[config.mk]
export PLATFORM = sky130hd
export DESIGN_NAME = cnt_arb_seq
export DESIGN_NICKNAME = d
export VERILOG_FILES = /design/src/rtl/cnt_arb_seq_pkg.sv /design/src/rtl/cnt_arb_seq_rr_arb2.sv /design/src/rtl/cnt_arb_seq.sv
export SDC_FILE = /design/constraint.sdc
export NUM_CORES = 1
export LEC_CHECK = 0
export CAP_MARGIN = 20
export CORE_MARGIN = 2
export CORE_UTILIZATION = 40
export CTS_BUF_LIST = sky130_fd_sc_hd__clkbuf_2 sky130_fd_sc_hd__clkbuf_4 sky130_fd_sc_hd__clkbuf_8
export CTS_CLUSTER_DIAMETER = 30
export DETAILED_ROUTE_END_ITERATION = 8
export PLACE_DENSITY = 0.71
export SLEW_MARGIN = 20
export SYNTH_ARGS = -nofsm -noshare
export SYNTH_HDL_FRONTEND = slang
export SYNTH_HIERARCHICAL = 1
export SYNTH_SLANG_ARGS = --single-unit
[constraint.sdc]
create_clock -name clk -period 2.8 [get_ports clk]
set_input_delay 0.28 -clock clk [delete_from_list [all_inputs] [get_ports clk]]
set_output_delay 0.28 -clock clk [all_outputs]
set_load 0.01 [all_outputs]
[src/rtl/cnt_arb_seq_pkg.sv]
// Shared definitions for the two-requester counter command sequencer:
// op codes, FSM state encoding and the default counter width.
package cnt_arb_seq_pkg;

    localparam int CW_DEF = 4;

    localparam logic [1:0] OP_LOAD = 2'b00;
    localparam logic [1:0] OP_UP   = 2'b01;
    localparam logic [1:0] OP_DOWN = 2'b10;
    localparam logic [1:0] OP_NOP  = 2'b11;

    typedef enum logic [1:0] {
        S_IDLE   = 2'd0,
        S_RUN    = 2'd1,
        S_SETTLE = 2'd2,
        S_DONE   = 2'd3
    } state_t;

    function automatic logic is_step_op(input logic [1:0] op);
        return (op == OP_UP) || (op == OP_DOWN);
    endfunction

endpackage

[src/rtl/cnt_arb_seq_rr_arb2.sv]
// Two-way round-robin arbiter with a last-grant pointer; one-hot grant is
// combinational and only issued while en is high.
module rr_arb2 (
    input  logic       clk,
    input  logic       srst,
    input  logic       en,
    input  logic [1:0] req,
    output logic [1:0] gnt
);

    // last_reg = index of the most recent grant; reset to 1 so A is favoured.
    logic last_reg;

    genvar gi;
    generate
        for (gi = 0; gi < 2; gi++) begin : g_gnt
            assign gnt[gi] = en && req[gi] &&
                             (!req[1 - gi] || (last_reg != 1'(gi)));
        end
    endgenerate

    always_ff @(posedge clk) begin
        if (srst) begin
            last_reg <= 1'b1;
        end else if (|gnt) begin
            last_reg <= gnt[1];
        end
    end

endmodule

[src/rtl/cnt_arb_seq.sv]
// Round-robin command sequencer in front of a shared up/down/load counter.
// Optional self-check of the final count: define CNT_ARB_SEQ_CHECK_EN.
module cnt_arb_seq
    import cnt_arb_seq_pkg::*;
#(
    parameter int CW = CW_DEF
) (
    input  logic          clk,
    input  logic          rst,
    input  logic          req_a,
    input  logic          req_b,
    input  logic [CW+1:0] cmd_a,
    input  logic [CW+1:0] cmd_b,
    output logic          gnt_a,
    output logic          gnt_b,
    output logic          busy,
    output logic          done,
    output logic          done_id,
    output logic [CW-1:0] result,
    output logic          ctr_en,
    output logic          ctr_dir,
    output logic          ctr_in,
    output logic [CW-1:0] ctr_data,
    input  logic [CW-1:0] ctr_out,
    output logic          err
);

    state_t        state_reg;
    logic [1:0]    op_reg;
    logic          id_reg;
    logic [CW-1:0] step_reg;
    logic          ctr_en_reg, ctr_dir_reg, ctr_in_reg;
    logic [CW-1:0] ctr_data_reg;
    logic          done_reg, done_id_reg;
    logic [CW-1:0] result_reg;

    logic [1:0]    gnt;
    logic [CW+1:0] cmd_sel;
    logic [1:0]    op_sel;
    logic [CW-1:0] arg_sel;

    rr_arb2 u_arb (
        .clk  (clk),
        .srst (rst),
        .en   ((state_reg == S_IDLE) && !rst),
        .req  ({req_b, req_a}),
        .gnt  (gnt)
    );

    assign gnt_a   = gnt[0];
    assign gnt_b   = gnt[1];
    assign cmd_sel = gnt[1] ? cmd_b : cmd_a;
    assign op_sel  = cmd_sel[CW+1:CW];
    assign arg_sel = cmd_sel[CW-1:0];

    // Controls are loaded at the grant edge so the first RUN cycle already
    // drives the counter; step_reg counts the enable cycles still to come.
    always_ff @(posedge clk) begin
        if (rst) begin
            state_reg    <= S_IDLE;
            op_reg       <= OP_NOP;
            id_reg       <= 1'b0;
            step_reg     <= '0;
            ctr_en_reg   <= 1'b0;
            ctr_dir_reg  <= 1'b0;
            ctr_in_reg   <= 1'b0;
            ctr_data_reg <= '0;
            done_reg     <= 1'b0;
            done_id_reg  <= 1'b0;
            result_reg   <= '0;
        end else begin
            case (state_reg)
                S_IDLE: begin
                    if (|gnt) begin
                        op_reg    <= op_sel;
                        id_reg    <= gnt[1];
                        step_reg  <= '0;
                        state_reg <= S_RUN;
                        if (op_sel == OP_LOAD) begin
                            ctr_en_reg   <= 1'b1;
                            ctr_in_reg   <= 1'b1;
                            ctr_data_reg <= arg_sel;
                        end else if (is_step_op(op_sel) && (arg_sel != '0)) begin
                            ctr_en_reg  <= 1'b1;
                            ctr_dir_reg <= (op_sel == OP_UP);
                            step_reg    <= arg_sel - 1'b1;
                        end
                    end
                end
                S_RUN: begin
                    if (ctr_en_reg && (step_reg != '0)) begin
                        step_reg <= step_reg - 1'b1;
                    end else begin
                        ctr_en_reg   <= 1'b0;
                        ctr_dir_reg  <= 1'b0;
                        ctr_in_reg   <= 1'b0;
                        ctr_data_reg <= '0;
                        // Counting ops keep one trailing RUN cycle with the
                        // enable dropped before settling.
                        if (!(ctr_en_reg && is_step_op(op_reg))) begin
                            state_reg <= S_SETTLE;
                        end
                    end
                end
                S_SETTLE: begin
                    // Counter is quiet here, so sampling now presents the
                    // final count during the DONE cycle.
                    done_reg    <= 1'b1;
                    done_id_reg <= id_reg;
                    result_reg  <= ctr_out;
                    state_reg   <= S_DONE;
                end
                default: begin
                    done_reg  <= 1'b0;
                    state_reg <= S_IDLE;
                end
            endcase
        end
    end

    assign busy     = (state_reg != S_IDLE);
    assign done     = done_reg;
    assign done_id  = done_id_reg;
    assign result   = result_reg;
    assign ctr_en   = ctr_en_reg;
    assign ctr_dir  = ctr_dir_reg;
    assign ctr_in   = ctr_in_reg;
    assign ctr_data = ctr_data_reg;

`ifdef CNT_ARB_SEQ_CHECK_EN
    logic [CW-1:0] arg_reg;
    logic [CW-1:0] start_reg;
    logic          first_reg;
    logic          err_reg;
    logic [CW-1:0] expect_val;

    always_comb begin
        expect_val = start_reg;
        case (op_reg)
            OP_LOAD: expect_val = arg_reg;
            OP_UP:   expect_val = start_reg + arg_reg;
            OP_DOWN: expect_val = start_reg - arg_reg;
            default: expect_val = start_reg;
        endcase
    end

    always_ff @(posedge clk) begin
        if (rst) begin
            arg_reg   <= '0;
            start_reg <= '0;
            first_reg <= 1'b0;
            err_reg   <= 1'b0;
        end else begin
            if ((state_reg == S_IDLE) && (|gnt)) begin
                arg_reg   <= arg_sel;
                first_reg <= 1'b1;
            end
            if ((state_reg == S_RUN) && first_reg) begin
                start_reg <= ctr_out;
                first_reg <= 1'b0;
            end
            if ((state_reg == S_DONE) && (ctr_out != expect_val)) begin
                err_reg <= 1'b1;
            end
        end
    end

    assign err = err_reg;
`else
    assign err = 1'b0;
`endif

endmodule

==> impl_metrics.env, run 1 <==
export IMPL_die_y_um=62.6
export IMPL_vias=1340
export IMPL_start_kind="flip-flop"
export IMPL_drive_gt1_frac=0.203
export IMPL_slew_headroom=0.645
export IMPL_power_density_mw_per_mm2=871
export IMPL_globalplace_congestion=0.892
export IMPL_final_core_util=0.601
export IMPL_via_per_inst=5.40
export IMPL_skew_ns=0.00267
export IMPL_synth_compound_area_frac=0.181
export IMPL_die_w_um=62.6
export IMPL_finalHoldViolations=0
export IMPL_period_needed_ns=2.70
export IMPL_io_buffers=35
export IMPL_hold_slack_ns=0.469
export IMPL_critical_path_class="flip-flop to flip-flop"
export IMPL_initial_core_util=0.415
export IMPL_pin_count=37
export IMPL_rows=21
export IMPL_crit_required_ns=3.03
export IMPL_grt_pass1_wl_um=6030
export IMPL_seqCellArea_um2=463
export IMPL_ir_drop_mv=0.334
export IMPL_cp_max_fo=5
export IMPL_postRouteAntennaNets=0
export IMPL_end_kind="flip-flop"
export IMPL_status="complete, no violations"
export IMPL_synth_top_family_by_area="simple AND/OR/NAND/NOR gates"
export IMPL_clk_latency_ns=0.32
export IMPL_dp_hpwl_um=2790
export IMPL_finalSetupViolCount=0
export IMPL_drt_initial_drc_count=38
export IMPL_synth_simple_area_share=0.210
export IMPL_period_share=0.963
export IMPL_yosysWarnings=6
export IMPL_fillers=294
export IMPL_synthAdderAreaFrac=0.0819
export IMPL_area_growth_pct=44.8
export IMPL_synth_top_area_share=0.335
export IMPL_cts_sinks=23
export IMPL_drv_slew=0
export IMPL_syn_num_nets=183
export IMPL_routedWlPerCell_um=14.9
export IMPL_antenna_found_initial=0
export IMPL_syn_cell_area_mm2=0.00138
export IMPL_critical_path_arrival_ns=2.93
export IMPL_ys_types=47
export IMPL_coreArea_mm2=0.00331
export IMPL_yosysSeqAreaShare=0.335
export IMPL_p_leak_uw=0.000775
export IMPL_tightest_slew_ns=0.533
export IMPL_dr_pass1_iters=4
export IMPL_wirelength_um=3700
export IMPL_synth_area_leaders="dfxtp_1 33%, mux2i_1 11%, ha_1 8.2%"
export IMPL_cts_tree="yes"
export IMPL_dieArea_mm2=0.00392
export IMPL_h_tree_depth=1
export IMPL_synth_xor_area_frac=0.0127
export IMPL_async_reset_ff_frac=0
export IMPL_cts_root_buf="clkbuf_4"
export IMPL_synth_edff_count=0
export IMPL_multi_input_area_um2=895
export IMPL_nNetsFinal=232
export IMPL_antenna_diode_count=0
export IMPL_drc_errors=0
export IMPL_syn_area_per_cell_um2=8.93
export IMPL_drv_cap=0
export IMPL_fmax_mhz=371
export IMPL_muxShareOfSynthArea=0.117
export IMPL_grt_setup_unrepaired="false"
export IMPL_totalPowerFinal_uw=1730
export IMPL_synth_top_area_cell="dfxtp_1"
export IMPL_synthCells=154
export IMPL_clk_pin_slew_worst_paths_ns=0.14
export IMPL_gr_usage_all_layers=0.192
export IMPL_min_path_type="flip-flop to flip-flop"
export IMPL_ys_dominant_reg_cell="dfxtp_1"
export IMPL_grt_max_degree=22
export IMPL_ys_ff_latch=23
export IMPL_grt_overflow=0
export IMPL_clockBufferDepth=2
export IMPL_cts_buffers=3
export IMPL_grt_pass1_vias=1343
==> final timing paths <==
check	from	endpoint	slack, ns	depth (start not counted)
worst max-delay path	state_reg[1]$_SDFFE_PP0P_	step_reg[3]$_SDFFE_PP0P_	0.10	13
worst min-delay path	ctr_in$_SDFFE_PP0P_	ctr_in$_SDFFE_PP0P_	0.47	2
worst max register to register	state_reg[1]$_SDFFE_PP0P_	step_reg[3]$_SDFFE_PP0P_	0.10	13
worst min register to register	ctr_in$_SDFFE_PP0P_	ctr_in$_SDFFE_PP0P_	0.47	2
==> per-layer routing <==
layer	global-route usage	up-vias	part of all wire	wire, um
met5	0	-	0	0
met4	0.0861	0	0.015	55
met3	0.0396	8	0.047	174
met2	0.316	48	0.49	1810
met1	0.242	633	0.45	1660
li1	-	651	-	-
==> Yosys cell counts (2+ instances only) <==
cell type and count:
nor3b_1 2, a21oi_1 7, a22oi_1 2, nand3_1 4, o211ai_1 3, nand2_1 9
nand4_1 2, dfxtp_1 23, buf_2 2, nand2b_1 3, or4_1 2, a31oi_1 2
clkbuf_1 4, o21a_1 2, o21ai_0 5, xnor2_1 2, mux2i_1 15, ha_1 9
inv_1 10, nor2_1 18, o31a_1 2
==> metrics by stage <==
stage	cell area, um2	instances	setup TNS (ns)	setup slack, ns
after floorplan	1440	154	0	0.0102
after global placement	1900	239	0	0.0213
after detailed placement	1900	239	-0.128	-0.106
after CTS	1930	243	0	0.0723
after global routing	1990	248	0	0.0110
final	1990	248	0	0.103
==> worst max-delay path, stage by stage, from the launching register on <==
cell	delay, ns
dfxtp_2	0.37
inv_2	0.08
ha_4	0.15
inv_4	0.04
nor2_4	0.09
nand2_2	0.08
a21oi_4	0.18
buf_12	0.16
mux2i_4	0.23
ha_2	0.19
or4bb_4	0.46
and3_4	0.20
a21boi_1	0.13
o221a_1	0.23
==> timing repair <==
item | CTS | global route
endpoints found under the setup margin | 0 | 2
hold endpoints to repair | 0 | 0
gates resized for setup | 0 | 2
buffers inserted | 0 | 4
hold buffers | 0 | 0
==> cell type report <==
class | count | share of cell area
Tap cell | 46 | 0.0289
Multi-Input combinational cell | 113 | 0.449
Inverter | 10 | 0.0201
Clock inverter | 1 | 0.00251
Sequential cell | 23 | 0.233
Timing Repair Buffer | 52 | 0.255
Clock buffer | 3 | 0.0113
==> power breakdown <==
group / total (uW) / switching, uW / internal (uW)
Clock: 164 / 110 / 53.6
Combinational: 1070 / 548 / 523
Sequential: 499 / 80.0 / 419
==> cells in the final DEF, fill, tap and decap left out, types with 3 or more instances in the layout <==
cell	Yosys	final
nand2_1	9	8
a21oi_1	7	6
nand2b_1	3	3
clkdlybuf4s50_1	0	35
mux2i_1	15	13
o21ai_0	5	5
dfxtp_1	23	21
clkbuf_4	0	3
nor2_1	18	17
o211ai_1	3	3
inv_1	10	7
ha_1	9	7
buf_4	1	15
nand3_1	4	4
==> cells by family after synthesis <==
group                      count (synthesis)
DFF                                       23
buffers and inverters                     18
muxes                                     16
adders and majority gates                  9
and+or+nand+nor                           50
xor gates and xnor gates                   2
other                                      1
AOI/OAI and AO/OA                         35
No activity file was read; power rests on OpenSTA's default activity.
==> run 2, diff against run 1 <==
--- a/config.mk
+++ b/config.mk
@@ -11,7 +11,8 @@
 export CTS_BUF_LIST = sky130_fd_sc_hd__clkbuf_2 sky130_fd_sc_hd__clkbuf_4 sky130_fd_sc_hd__clkbuf_8
 export CTS_CLUSTER_DIAMETER = 30
 export DETAILED_ROUTE_END_ITERATION = 8
-export PLACE_DENSITY = 0.71
+export PLACE_DENSITY = 0.68
+export RECOVER_POWER = 25
 export SLEW_MARGIN = 20
 export SYNTH_ARGS = -nofsm -noshare
 export SYNTH_HDL_FRONTEND = slang
==> constraint.sdc (replaced) <==
create_clock -name clk -period 2.6 [get_ports clk]
set_input_delay 0.26 -clock clk [delete_from_list [all_inputs] [get_ports clk]]
set_output_delay 0.26 -clock clk [all_outputs]
set_load 0.01 [all_outputs]
==> run 2 against run 1 <==
The run now ends with setup timing left. Sequential share of layout area is 2.0 points lower. Count of clock-buffer cells in the layout did not move. Wire length rose by 12%. Combinational power grew 36%. Flip-flop and latch count is the same. First-iteration DRC count increased by 76%. Non-clock buffer count increased by 17. Power increased by 24%. Via count increased by 5.1%. Maximum frequency is 0.59% higher. Worst hold slack improved by 0.0011 ns. Critical path type unchanged. Critical endpoint unchanged. Largest power group unchanged.
==> impl_metrics.env, run 2 (synthesized netlist as in run 1, its figures left out) <==
export IMPL_vias=1408
export IMPL_met1_length_um=1850
export IMPL_worst_slack_ns=-0.0809
export IMPL_final_cell_mix="35 x clkdlybuf4s50_1, 32 x buf_4, 21 x dfxtp_1, 17 x nor2_1, 11 x mux2i_1"
export IMPL_wl_met2_um=2100
export IMPL_gr_usage_all_layers=0.205
export IMPL_cts_tree="yes"
export IMPL_globalplace_congestion=0.820
export IMPL_coreArea_mm2=0.00331
export IMPL_cts_root_buf="clkbuf_4"
export IMPL_violations="setup timing"
export IMPL_multi_input_area_um2=956
export IMPL_skew_ns=0.00304
export IMPL_place_area_mm2=0.00193
export IMPL_cts_buffers=3
export IMPL_min_from="ctr_in$_SDFFE_PP0P_"
export IMPL_die_w_um=62.6
export IMPL_crit_required_ns=2.82
export IMPL_grt_max_degree=22
export IMPL_seqCellArea_um2=463
export IMPL_cts_sinks=23
export IMPL_hold_slack_ns=0.470
export IMPL_end_kind="flip-flop"
export IMPL_grt_pass1_wl_um=6450
export IMPL_grt_overflow=0
export IMPL_dieArea_mm2=0.00392
export IMPL_drive_gt1_frac=0.292
export IMPL_dr_pass1_iters=4
export IMPL_critPathBufInv=3
export IMPL_clk_pin_slew_worst_paths_ns=0.13
export IMPL_critical_path_class="flip-flop to flip-flop"
export IMPL_drv_slew=0
export IMPL_finalHoldViolations=0
export IMPL_routedWlPerCell_um=15.7
export IMPL_slew_headroom=0.669
export IMPL_drc_errors=0
export IMPL_io_buffers=35
export IMPL_ir_drop_mv=0.433
export IMPL_dp_hpwl_um=2760
export IMPL_finalSetupViolCount=3
export IMPL_wirelength_um=4160
export IMPL_clk_latency_ns=0.31
export IMPL_critical_path_arrival_ns=2.90
export IMPL_pin_count=37
export IMPL_stdcell_area_mm2=0.00218
export IMPL_dp_slack_ns=-0.236
export IMPL_die_y_um=62.6
export IMPL_initial_core_util=0.415
export IMPL_period_share=1.03
export IMPL_final_common_cell="clkdlybuf4s50_1"
export IMPL_drv_cap=0
export IMPL_slowest_delay_ns=0.47
export IMPL_reg2reg_slack_ns=-0.08
export IMPL_h_tree_depth=1
export IMPL_tightest_slew_ns=0.492
export IMPL_min_path_type="flip-flop to flip-flop"
export IMPL_p_leak_uw=0.000857
export IMPL_r2r_start="state_reg[1]$_SDFFE_PP0P_"
export IMPL_antenna_found_initial=0
export IMPL_wl_met3_um=180
export IMPL_area_growth_pct=58.3
export IMPL_drt_initial_drc_count=67
export IMPL_status="complete, but fails checks"
export IMPL_clockBufferDepth=2
export IMPL_power_density_mw_per_mm2=989
export IMPL_nNetsFinal=249
export IMPL_grt_pass1_vias=1336
export IMPL_via_per_inst=5.31
export IMPL_fillers=275
export IMPL_cpMaxStageDelayCell="or4bb_4"
export IMPL_start_kind="flip-flop"
export IMPL_rows=21
export IMPL_antenna_diode_count=0
export IMPL_highest_layer="met4"
export IMPL_grt_setup_unrepaired="true"
export IMPL_critical_path_top_delay_family="simple AND/OR/NAND/NOR gates"
export IMPL_fmax_mhz=373
export IMPL_cp_max_fo=5
export IMPL_startpoint="state_reg[1]$_SDFFE_PP0P_"
export IMPL_postRouteAntennaNets=0
export IMPL_path_cells="inv_2 > ha_4 > inv_6 > nor2_4 > nand2_2 > a21oi_4 > buf_12 > mux2i_4 > ha_2 > or4bb_4 > and3_4 > a21boi_1 > o221a_1"
export IMPL_period_needed_ns=2.68
export IMPL_setup_tns_final_ns=-0.101
-- run 2: cell types whose count changed in the layout (fill, tap and decap cells not counted), moves of 2 or more --
cell / change
ha_4: +2
mux2i_4: +2
buf_4: +17
ha_1: -2
mux2i_1: -2
-- run 2: what timing repair did --
| action | in CTS | in global routing |
|---|---|---|
| setup buffers | 14 | 4 |
| endpoints found under the setup margin | 1 | 11 |
| gates resized for setup | 2 | 9 |
| hold buffers | 0 | 0 |
| pin swaps | 4 | 5 |
-- run 2: worst register-to-register path, cell delays in order (launching register included) --
cell and delay (ns):
dfxtp_2 0.36, inv_2 0.08, ha_4 0.16, inv_6 0.04, nor2_4 0.08, nand2_2 0.08, a21oi_4 0.18, buf_12 0.16
mux2i_4 0.24, ha_2 0.21, or4bb_4 0.47, and3_4 0.20, a21boi_1 0.13, o221a_1 0.21
-- run 2: final timing paths --
kind | depth (start not counted) | end
setup / recovery | 13 | step_reg[3]$_SDFFE_PP0P_
hold / removal | 2 | ctr_in$_SDFFE_PP0P_
setup reg to reg | 13 | step_reg[3]$_SDFFE_PP0P_
hold reg to reg | 2 | ctr_in$_SDFFE_PP0P_
-- run 2: layout make-up --
| cell class | instances | area share |
|---|---|---|
| inverters | 10 | 0.0195 |
| repair buffers | 69 | 0.290 |
| clock inverters | 1 | 0.00230 |
| flip-flops and latches | 23 | 0.213 |
| clock buffers | 3 | 0.0103 |
| well taps | 46 | 0.0264 |
| multi-input cells | 113 | 0.439 |
-- run 2: power breakdown --
group | total, uW | switching (uW) | internal, uW
clock | 171 | 114 | 57.5
combinational | 1450 | 694 | 754
sequential | 534 | 83.1 | 451
-- run 2: through the flow --
stage	std cells	total power, uW	util
6_report	265	2150	0.658
5_1_grt	265	2290	0.658
4_1_cts	261	2010	0.626
3_5_place_dp	243	1690	0.583
3_3_place_gp	243	1660	0.583
2_1_floorplan	154	1310	-
-- run 2: layer usage --
| metal | vias to the layer above | global-route usage |
|---|---|---|
| li1 | 683 | - |
| met1 | 680 | 0.262 |
| met2 | 43 | 0.362 |
| met3 | 2 | 0.0288 |
| met4 | 0 | 0.0556 |
| met5 | - | 0 |
